File: src/rtl/mask_serializer.sv
// rtl/mask_serializer.sv - serializes a bit mask into ascending set-bit indices, one per handshake.
// Optional MASK_SERIALIZER_COUNT_EN adds out_count (popcount of the captured mask).
module mask_serializer #(
  parameter int MASK_W = 32,
  parameter int IDX_W  = 5
) (
  input  logic              clk,
  input  logic              rst,
  input  logic [MASK_W-1:0] in_mask,
  input  logic              in_valid,
  output logic              in_ready,
  output logic [IDX_W-1:0]  out_idx,
  output logic              out_valid,
  input  logic              out_ready,
  output logic              out_last,
  output logic              done
`ifdef MASK_SERIALIZER_COUNT_EN
  ,
  output logic [IDX_W:0]    out_count
`endif
);

  typedef enum logic [1:0] {IDLE, SCAN, FINISH} state_t;

  state_t            state, state_nxt;
  logic [MASK_W-1:0] shadow;
  logic [IDX_W-1:0]  low_idx;
  logic              single;
  logic              capture;

  assign capture = (state == IDLE) && in_valid;

  // Descending scan so the last hit wins, leaving the lowest set bit.
  always_comb begin
    low_idx = '0;
    for (int i = MASK_W - 1; i >= 0; i--) begin
      if (shadow[i]) low_idx = IDX_W'(i);
    end
  end

  assign single = (shadow != '0) && ((shadow & (shadow - MASK_W'(1))) == '0);

  always_comb begin
    state_nxt = state;
    in_ready  = 1'b0;
    out_valid = 1'b0;
    out_idx   = '0;
    out_last  = 1'b0;
    done      = 1'b0;
    case (state)
      IDLE: begin
        in_ready = 1'b1;
        if (in_valid) state_nxt = (in_mask != '0) ? SCAN : FINISH;
      end
      SCAN: begin
        out_valid = 1'b1;
        out_idx   = low_idx;
        out_last  = single;
        if (out_ready && single) state_nxt = FINISH;
      end
      FINISH: begin
        done      = 1'b1;
        state_nxt = IDLE;
      end
      default: state_nxt = IDLE;
    endcase
  end

  always_ff @(posedge clk) begin
    if (rst) begin
      state  <= IDLE;
      shadow <= '0;
    end else begin
      state <= state_nxt;
      if (capture) begin
        shadow <= in_mask;
      end else if (state == SCAN && out_ready) begin
        shadow <= shadow & (shadow - MASK_W'(1));
      end
    end
  end

`ifdef MASK_SERIALIZER_COUNT_EN
  function automatic logic [IDX_W:0] popcount(input logic [MASK_W-1:0] m);
    logic [IDX_W:0] c;
    c = '0;
    for (int i = 0; i < MASK_W; i++) c = c + (IDX_W + 1)'(m[i]);
    return c;
  endfunction

  always_ff @(posedge clk) begin
    if (rst) begin
      out_count <= '0;
    end else if (capture) begin
      out_count <= popcount(in_mask);
    end
  end
`endif

endmodule

File: config.mk
export PLATFORM = sky130hd
export DESIGN_NAME = mask_serializer
export DESIGN_NICKNAME = d
export VERILOG_FILES = /design/src/rtl/mask_serializer.sv
export SDC_FILE = /design/constraint.sdc
export NUM_CORES = 1
export LEC_CHECK = 0
export BUFFER_PORTS_ARGS = -buffer_cell sky130_fd_sc_hd__buf_2
export CORE_MARGIN = 2
export CORE_UTILIZATION = 40
export CTS_CLUSTER_DIAMETER = 40
export DETAILED_ROUTE_END_ITERATION = 8
export MAX_ROUTING_LAYER = met4
export PLACE_DENSITY = 0.7
export SLEW_MARGIN = 10
export SYNTH_ARGS = -nofsm -noshare
export SYNTH_HDL_FRONTEND = slang
export SYNTH_SLANG_ARGS = --single-unit
File: constraint.sdc
create_clock -name clk -period 3.35 [get_ports clk]
set_clock_uncertainty 0.2 [all_clocks]
set_input_delay 0.335 -clock clk [delete_from_list [all_inputs] [get_ports clk]]
set_output_delay 0.335 -clock clk [all_outputs]
set_load 0.01 [all_outputs]
### Word level (Yosys, flattened, before mapping)

Index checks and enable logic that the tools add are counted.

* bitwise gates (word level): 1
* mux-type cells: 43
* reduce and logical (&&, ||, !) cells: 10
* equal/unequal tests: 4
* add/sub/neg operators: 1

Operators with widths (count)
* two-way mux 5 bit: 33
* two-way mux 32 bit: 2
* nonzero test 32 bit: 2
* AND 32 bit: 1
* zero test 32 bit: 1
* subtractor 32 x 1 -> 32 bit (second input constant): 1
* two-way mux 2 bit: 3
* logical AND 1 bit: 4
* two-way mux 1 bit: 4
* inequality test 2 bit (second input constant): 2
* case mux 2 bit (2 select lines): 1
* equality test 2 x 1 -> 1 bit (second input constant): 1
* equality test 2 bit (second input constant): 1
* zero test 2 bit: 1
* AND reduction 2 bit: 1
* nonzero test 2 bit: 1

* output and inout port bits: 9
* input port bits: 36
* word-level logic and storage cells: 61
* bits in registers: 34

### Longest topological paths before layout

Gate-level depths: netlist of run 1.

* depth after elaboration: 33
* gate-level depth with buffers: 9
* depth with buffers taken out: 7

### Worst setup path before layout of run 1

Ideal clock, no wire load.

* path kind: reg2out
* from: register shadow[12]
* to: output port out_last
* arrival time: 2.220 ns
* slack: 0.595 ns
* buffers on the path: 2
* required time: 2.815 ns
* cell stages (with the launch flop): 10
* cells stage by stage: dfxtp_1 buf_4 nor4_4 nand4_2 or2_1 clkbuf_2 or3_1 a222oi_1 nand3_1 nor2_1

* word-level cells in the longest chain between the ends: 5
* elaborated cells between the ends (all ways): 6
* classes of those cells: add/sub: 1; mux: 1; bitwise: 1; reduce/logical: 3

RTL lines
* start, declared: line 26 `logic [MASK_W-1:0] shadow;`
* start signal, assigned: line 76 `shadow <= in_mask;`
* start signal, assigned: line 78 `shadow <= shadow & (shadow - MASK_W'(1));`
* subtractor 32 x 1 -> 32 bit: line 41 `assign single = (shadow != '0) && ((shadow & (shadow - MASK_W'(1))) == '0);`
* AND 32 bit: line 41
* zero test 32 bit: line 41
* logical AND 1 bit *: line 41
* two-way mux 1 bit *: line 50 `case (state)`
* end, declared: line 15 `output logic out_last,`

Every way passes the cells marked *; elsewhere a longest branch is shown, timed or not.

### Worst setup path after layout of run 1

* from: register shadow[9]
* to: output port out_last

Same word-level chain as after synthesis.

==> run metrics, run 1 <==
clock-pin slew on the worst setup and hold paths=roughly 70 ps; DRT iter0 DRCs=approximately 230; post-synthesis register bit count=34; port bufs=44; worst r2r dst=state[1]; worst-path cell chain=nor4_4, buf_4, nand4_4, or2_4, or3_1, a222oi_1, nand3_1, nor2_1, buf_2; largest net degree at the start of global routing=36; peak fanout along the critical path=5; RSZ-0062 raised after global routing=yes; total grt overflow=0; CP Launch Type=register; TritonCTS clock tree=done; Routed WL=around 7500 µm; library cells used by synthesis=50; Overall Global Routing Usage=23.4%; core area=around 6000 µm²; r2r startpoint=shadow[9]; worst hold path class=in2reg; die width=81.6 µm; Diodes inserted=0; Critical Path End Type=primary output; status=complete, no violations; post-synthesis net count=371; synth warn=0; Mean Syn Cell Area=7.19 µm²; setup TNS=0 ps; crit path DAT=approximately 2800 ps; filler cell count=593; final core utilization=between 40% and 50%; WL/cell=between 15 and 20 µm; setup ws final=just over 40 ps; min cycle time layout=3310 ps; Seq/Total Area, Yosys=~28%; final hold vios=0; Worst Path Required=between 2000 and 3000 ps; CTS sink cnt=34; Chip Height=a little over 80 µm; Initial Util=slightly above 40%; Area contributors post-synth=dfxtp_1 28%, nor2_1 8.9%, a22oi_1 8.1%, o21ai_0 6.6%, nor4_1 4.7%; commonest non-fill, non-tap cell in the layout=nor2_1; CTS Buf Count=5; final slew viol count=0; Yosys top cell by area=dfxtp_1; wire length of the first global-routing pass=~12000 µm; number of routed nets with antenna violations=0; Synth async-reset ratio=0%; crit share post-route=~99%; max incr delay on CP=430 ps; max cap viols=0; clock latency on the worst-skew pair=around 300 ps; worst-case clock buffer depth=2; crit path kind=reg2out; Rel. slew slack=approximately 50%; Worst Tran Pin Value=748 ps; I/O pins=45; final net count=410; post-synthesis cell area=roughly 2400 µm²; area growth from synthesis to layout=20.7%; Reg2Reg Setup Slack=around 500 ps; main flop type after synthesis=dfxtp_1; post-route design area=2910 µm²; routability cong.=between 0.9 and 1; DR vias=around 2800; f_max=between 0.3 and 0.4 GHz; vias in the first global route=about 2300; Root Driver=clkbuf_8; Worst Hold Path Cells=3; Syn Inst Count=about 340; Peak supply drop=approximately 0.18 mV; Die Area=around 6700 µm²; drc violations=0; Worst Hold Launch=in_mask[6]; Hold Crit Endpoint=shadow[6]; final setup vio count=0; Post-Place Cell Area=2640 µm²; layout cells sized above 1=25.6%; HPWL Detailed=approximately 5300 µm; Vias/cell=6.16; H-tree depth=2; Post-synth EDFFs=0; FP Rows=28; slowest cell on the critical path=a222oi_1; dpl ws=roughly 200 ps; P_leak=0.00115 µW; Hold-fix buffers, CTS=0; initial antenna violation count=0; TritonRoute pass-1 iters=5; share of the synthesized area in the top cell type=28.3%; worst r2r path cells=9; Pwr per Cell Area=447 nW/µm²; most frequent cells in the layout=57 x nor2_1, 44 x buf_2, 32 x o21ai_0, 27 x dfxtp_1, 26 x a22oi_1
## metrics by stage
stage / power [µW] / instances / hold slack, ps
4_1_cts: 1260 / 441 / 91.6
6_report: 1300 / 450 / 88.9
3_5_place_dp: 884 / 430 / 344
3_3_place_gp: 884 / 430 / 340
5_1_grt: 1370 / 450 / 96.3
2_1_floorplan: 767 / 335 / 247
## metal layers
metal  vias up  GRT usage, %  part of all wire (%)
li1       1329             -                     -
met1      1311          31.7                    45
met2       121          36.1                    48
met3         9          3.85                   6.2
met4         0          6.33                   1.1
met5         -             -                     0
## sequential cells by signal, indices dropped and copies added, names as in the netlist
signal,cells
shadow,32
state,2
## kinds of logic (layout without fill, tap and decap cells)
logic type / Yosys count / in the layout / share of synthesized area (%)
fa+ha+maj: 1 / 1 / 0.416
compound gates: 114 / 114 / 31.2
flops: 34 / 34 / 28.3
simple gates: 140 / 140 / 31.4
buf+inv: 45 / 85 / 8.36
mux: 1 / 1 / 0.416
## worst max-delay path, delay by kind of cell (launching register included)
kind | cells | cell delay, ps
simple gates | 6 | 1350
compound gates | 1 | 430
flops | 1 | 360
buf+inv | 2 | 320
## cells in the mapped netlist (all sizes together) (2+ instances only)
cell,number
nor2,57
o21ai,37
dfxtp,34
a22oi,26
nor4,25
clkbuf,20
a21oi,16
nand2,16
nor3,16
buf,14
inv,11
nand3,8
o31ai,7
nand4,4
o31a,4
or3,4
o21bai,3
or4,3
a211oi,2
a311oi,2
a31oi,2
nor2b,2
o2111ai,2
o22ai,2
o41ai,2
or2,2
## area by class of cell
type | instances | area, µm² | share of cell area [%]
Clock buffer | 8 | 110 | 3.79
Inverter | 11 | 41.3 | 1.42
Multi-Input combinational cell | 256 | 1570 | 54.0
Sequential cell | 34 | 697 | 24.0
Tap cell | 75 | 93.8 | 3.23
Timing Repair Buffer | 66 | 397 | 13.6
## power by group
part | switching (µW) | leakage (µW) | total (µW) | internal (µW)
Combinational | 249 | 0.000814 | 442 | 194
Clock | 162 | 0.0000575 | 370 | 208
Sequential | 56.4 | 0.000283 | 488 | 432
## worst max path at each step
stage | from | end
global placement | shadow[9] | out_last
detailed placement | shadow[9] | out_last
global route | shadow[9] | out_last
finish | shadow[9] | out_last
CTS | shadow[4] | out_last
floorplan | shadow[12] | out_last
## what timing repair did
item	CTS	global route
resized for setup	1	19
pin swaps	2	10
gates cloned	0	0
setup endpoints to repair	1	1
setup buffers	3	9
Note: power is estimated with default switching activity, not from simulation.
==> run 2, diff against run 1 <==
--- a/config.mk
+++ b/config.mk
@@ -6,12 +6,14 @@
 export NUM_CORES = 1
 export LEC_CHECK = 0
 export BUFFER_PORTS_ARGS = -buffer_cell sky130_fd_sc_hd__buf_2
+export CELL_PAD_IN_SITES_DETAIL_PLACEMENT = 0
+export CELL_PAD_IN_SITES_GLOBAL_PLACEMENT = 1
 export CORE_MARGIN = 2
 export CORE_UTILIZATION = 40
 export CTS_CLUSTER_DIAMETER = 40
 export DETAILED_ROUTE_END_ITERATION = 8
 export MAX_ROUTING_LAYER = met4
-export PLACE_DENSITY = 0.7
+export PLACE_DENSITY = 0.89
 export SLEW_MARGIN = 10
 export SYNTH_ARGS = -nofsm -noshare
 export SYNTH_HDL_FRONTEND = slang
==> run 2 against run 1 <==
Utilization down 0.064 points. Via count down 1.4%. First-iteration DRC count up 18%. Cell count down 0.22%. Highest routed layer unchanged. Cell area down 0.13%. Die area unchanged. Global-route usage up 0.80 points. Critical path type unchanged.
==> run metrics, run 2 (same netlist as run 1, synthesis figures left out) <==
Peak supply drop=0.212 mV (was 0.182 mV); Hold-fix buffers, CTS=0 (unchanged); crit share post-route=96.9% (was 98.8%); f_max=0.308 GHz (was 0.302 GHz); wire length of the first global-routing pass=12100 µm (was 11700 µm); clock latency on the worst-skew pair=290 ps (was 300 ps); Overall Global Routing Usage=24.2% (was 23.4%); final core utilization=49.3% (was 49.4%); dpl ws=218 ps (was 203 ps); core area=5890 µm² (unchanged); crit path DAT=2710 ps (was 2770 ps); Int Pwr=796 µW (was 833 µW); FP Rows=28 (unchanged); CTS sink cnt=34 (unchanged); I/O pins=45 (unchanged); Clock Power Share=25.9% (was 28.4%); Diodes inserted=0 (unchanged); Initial Util=40.9% (unchanged); Pwr per Cell Area=438 nW/µm² (was 447 nW/µm²); setup ws final=103 ps (was 40.5 ps); Worst Hold Launch=in_mask[6] (unchanged); Root Driver=clkbuf_8 (unchanged); Vias/cell=6.08 (was 6.16); crit path kind=reg2out (unchanged); HPWL Detailed=5300 µm (about the same); port bufs=44 (unchanged); peak fanout along the critical path=6 (was 5); initial antenna violation count=0 (unchanged); Routed WL=7590 µm (was 7510 µm); r2r startpoint=shadow[3] (was shadow[9]); Critical Path End Type=primary output (unchanged); total grt overflow=0 (unchanged); Reg with most FFs=shadow (unchanged); DRT iter0 DRCs=273 (was 231); P_leak=0.00114 µW (was 0.00115 µW); TritonRoute pass-1 iters=5 (unchanged); final setup vio count=0 (unchanged); final hold vios=0 (unchanged); die width=81.6 µm (unchanged); final slew viol count=0 (unchanged); Sw Share=37.5% (was 35.9%); Worst Path Required=2810 ps (about the same); commonest non-fill, non-tap cell in the layout=nor2_1 (unchanged); min cycle time layout=3250 ps (was 3310 ps); worst hold path class=in2reg (unchanged); Worst Tran Pin Value=710 ps (was 748 ps); Routed met1 length=3380 µm (was 3370 µm); area growth from synthesis to layout=20.6% (was 20.7%); Final Non-Filler Cells=449 (was 450); power after layout=1270 µW (was 1300 µW); layout cells sized above 1=26.2% (was 25.6%); Rel. slew slack=52.5% (was 50.0%); RSZ-0062 raised after global routing=yes (unchanged); Inst Count DP=430 (unchanged); switching pwr=476 µW (was 467 µW); max reg flops=32 (unchanged); max cap viols=0 (unchanged); Met2 Wirelength=3690 µm (was 3590 µm); final net count=409 (was 410); largest net degree at the start of global routing=36 (unchanged); met3 WL=422 µm (was 465 µm); CTS Buf Count=5 (unchanged); Chip Height=81.6 µm (unchanged); worst-case clock buffer depth=2 (unchanged); routability cong.=0.947 (was 0.992); Die Area=6660 µm² (unchanged); status=complete, no violations (unchanged); drc violations=0 (unchanged); most frequent cells in the layout=57 x nor2_1, 44 x buf_2, 32 x o21ai_0, 27 x dfxtp_1, 26 x a22oi_1 (unchanged); Reg power frac=38.8% (was 37.6%); H-tree depth=2 (unchanged); CP Launch Type=register (unchanged); Top Registers=shadow x32, state x2 (unchanged); TritonCTS clock tree=done (unchanged); clock-pin slew on the worst setup and hold paths=80 ps (was 70 ps); DR vias=2730 (was 2770); combinational power share=35.3% (was 34.0%); WL/cell=16.9 µm (was 16.7 µm); vias in the first global route=2429 (was 2295); number of routed nets with antenna violations=0 (unchanged); crit path from=shadow[3] (was shadow[9]); uppermost layer routed=met4 (unchanged)
## run 2: worst max-delay path: stages, from the launching register on
cell      delay [ps]
dfxtp_1          400
nor4_4           380
nand4_4          190
or2_4            310
or3_1            310
a222oi_1         380
nand3_1          180
nor2_1           130
buf_2            140
## run 2: what timing repair did
item                                   CTS  global route
pin swaps                                2            12
setup buffers                            1            10
resized for setup                        1            20
setup endpoints to repair                1             1
endpoints found under the hold margin    0             0
cloned                                   0             0
## run 2: metrics by stage
stage	area (µm²)	TNS [ps]	hold slack, ps
final	2900	0	80.5
after global routing	2900	-74.2	81.5
after CTS	2750	0	86.2
after detailed placement	2640	0	335
after global placement	2640	0	337
after floorplan	2410	0	247
## run 2: final cells by class
type | instances | area, µm²
Fill cell | 603 | 2980
Multi-Input combinational cell | 256 | 1600
Sequential cell | 34 | 692
Timing Repair Buffer | 65 | 385
Tap cell | 75 | 93.8
Clock buffer | 6 | 82.6
Inverter | 11 | 41.3
Clock inverter | 2 | 12.5
## run 2: path summary, 6_finish.rpt
path,end,slack [ps],depth (start not counted)
max,out_last,100,8
min,shadow[6],80,3
max reg2reg,state[1],700,7
min reg2reg,shadow[31],350,2
## run 2: layer usage
metal | track usage (%) | up-vias
met5 | - | -
met4 | 6.33 | 0
met3 | 4.07 | 13
met2 | 37.6 | 95
met1 | 32.6 | 1293
li1 | - | 1329
## run 2: power groups by stage
stage               logic (µW)  clock network, µW  registers [µW]
floorplan                  308                  0             460
global placement           390                  0             494
detailed placement         389                  0             494
CTS                        398                336             485
global route               502                352             498
finish                     450                329             493
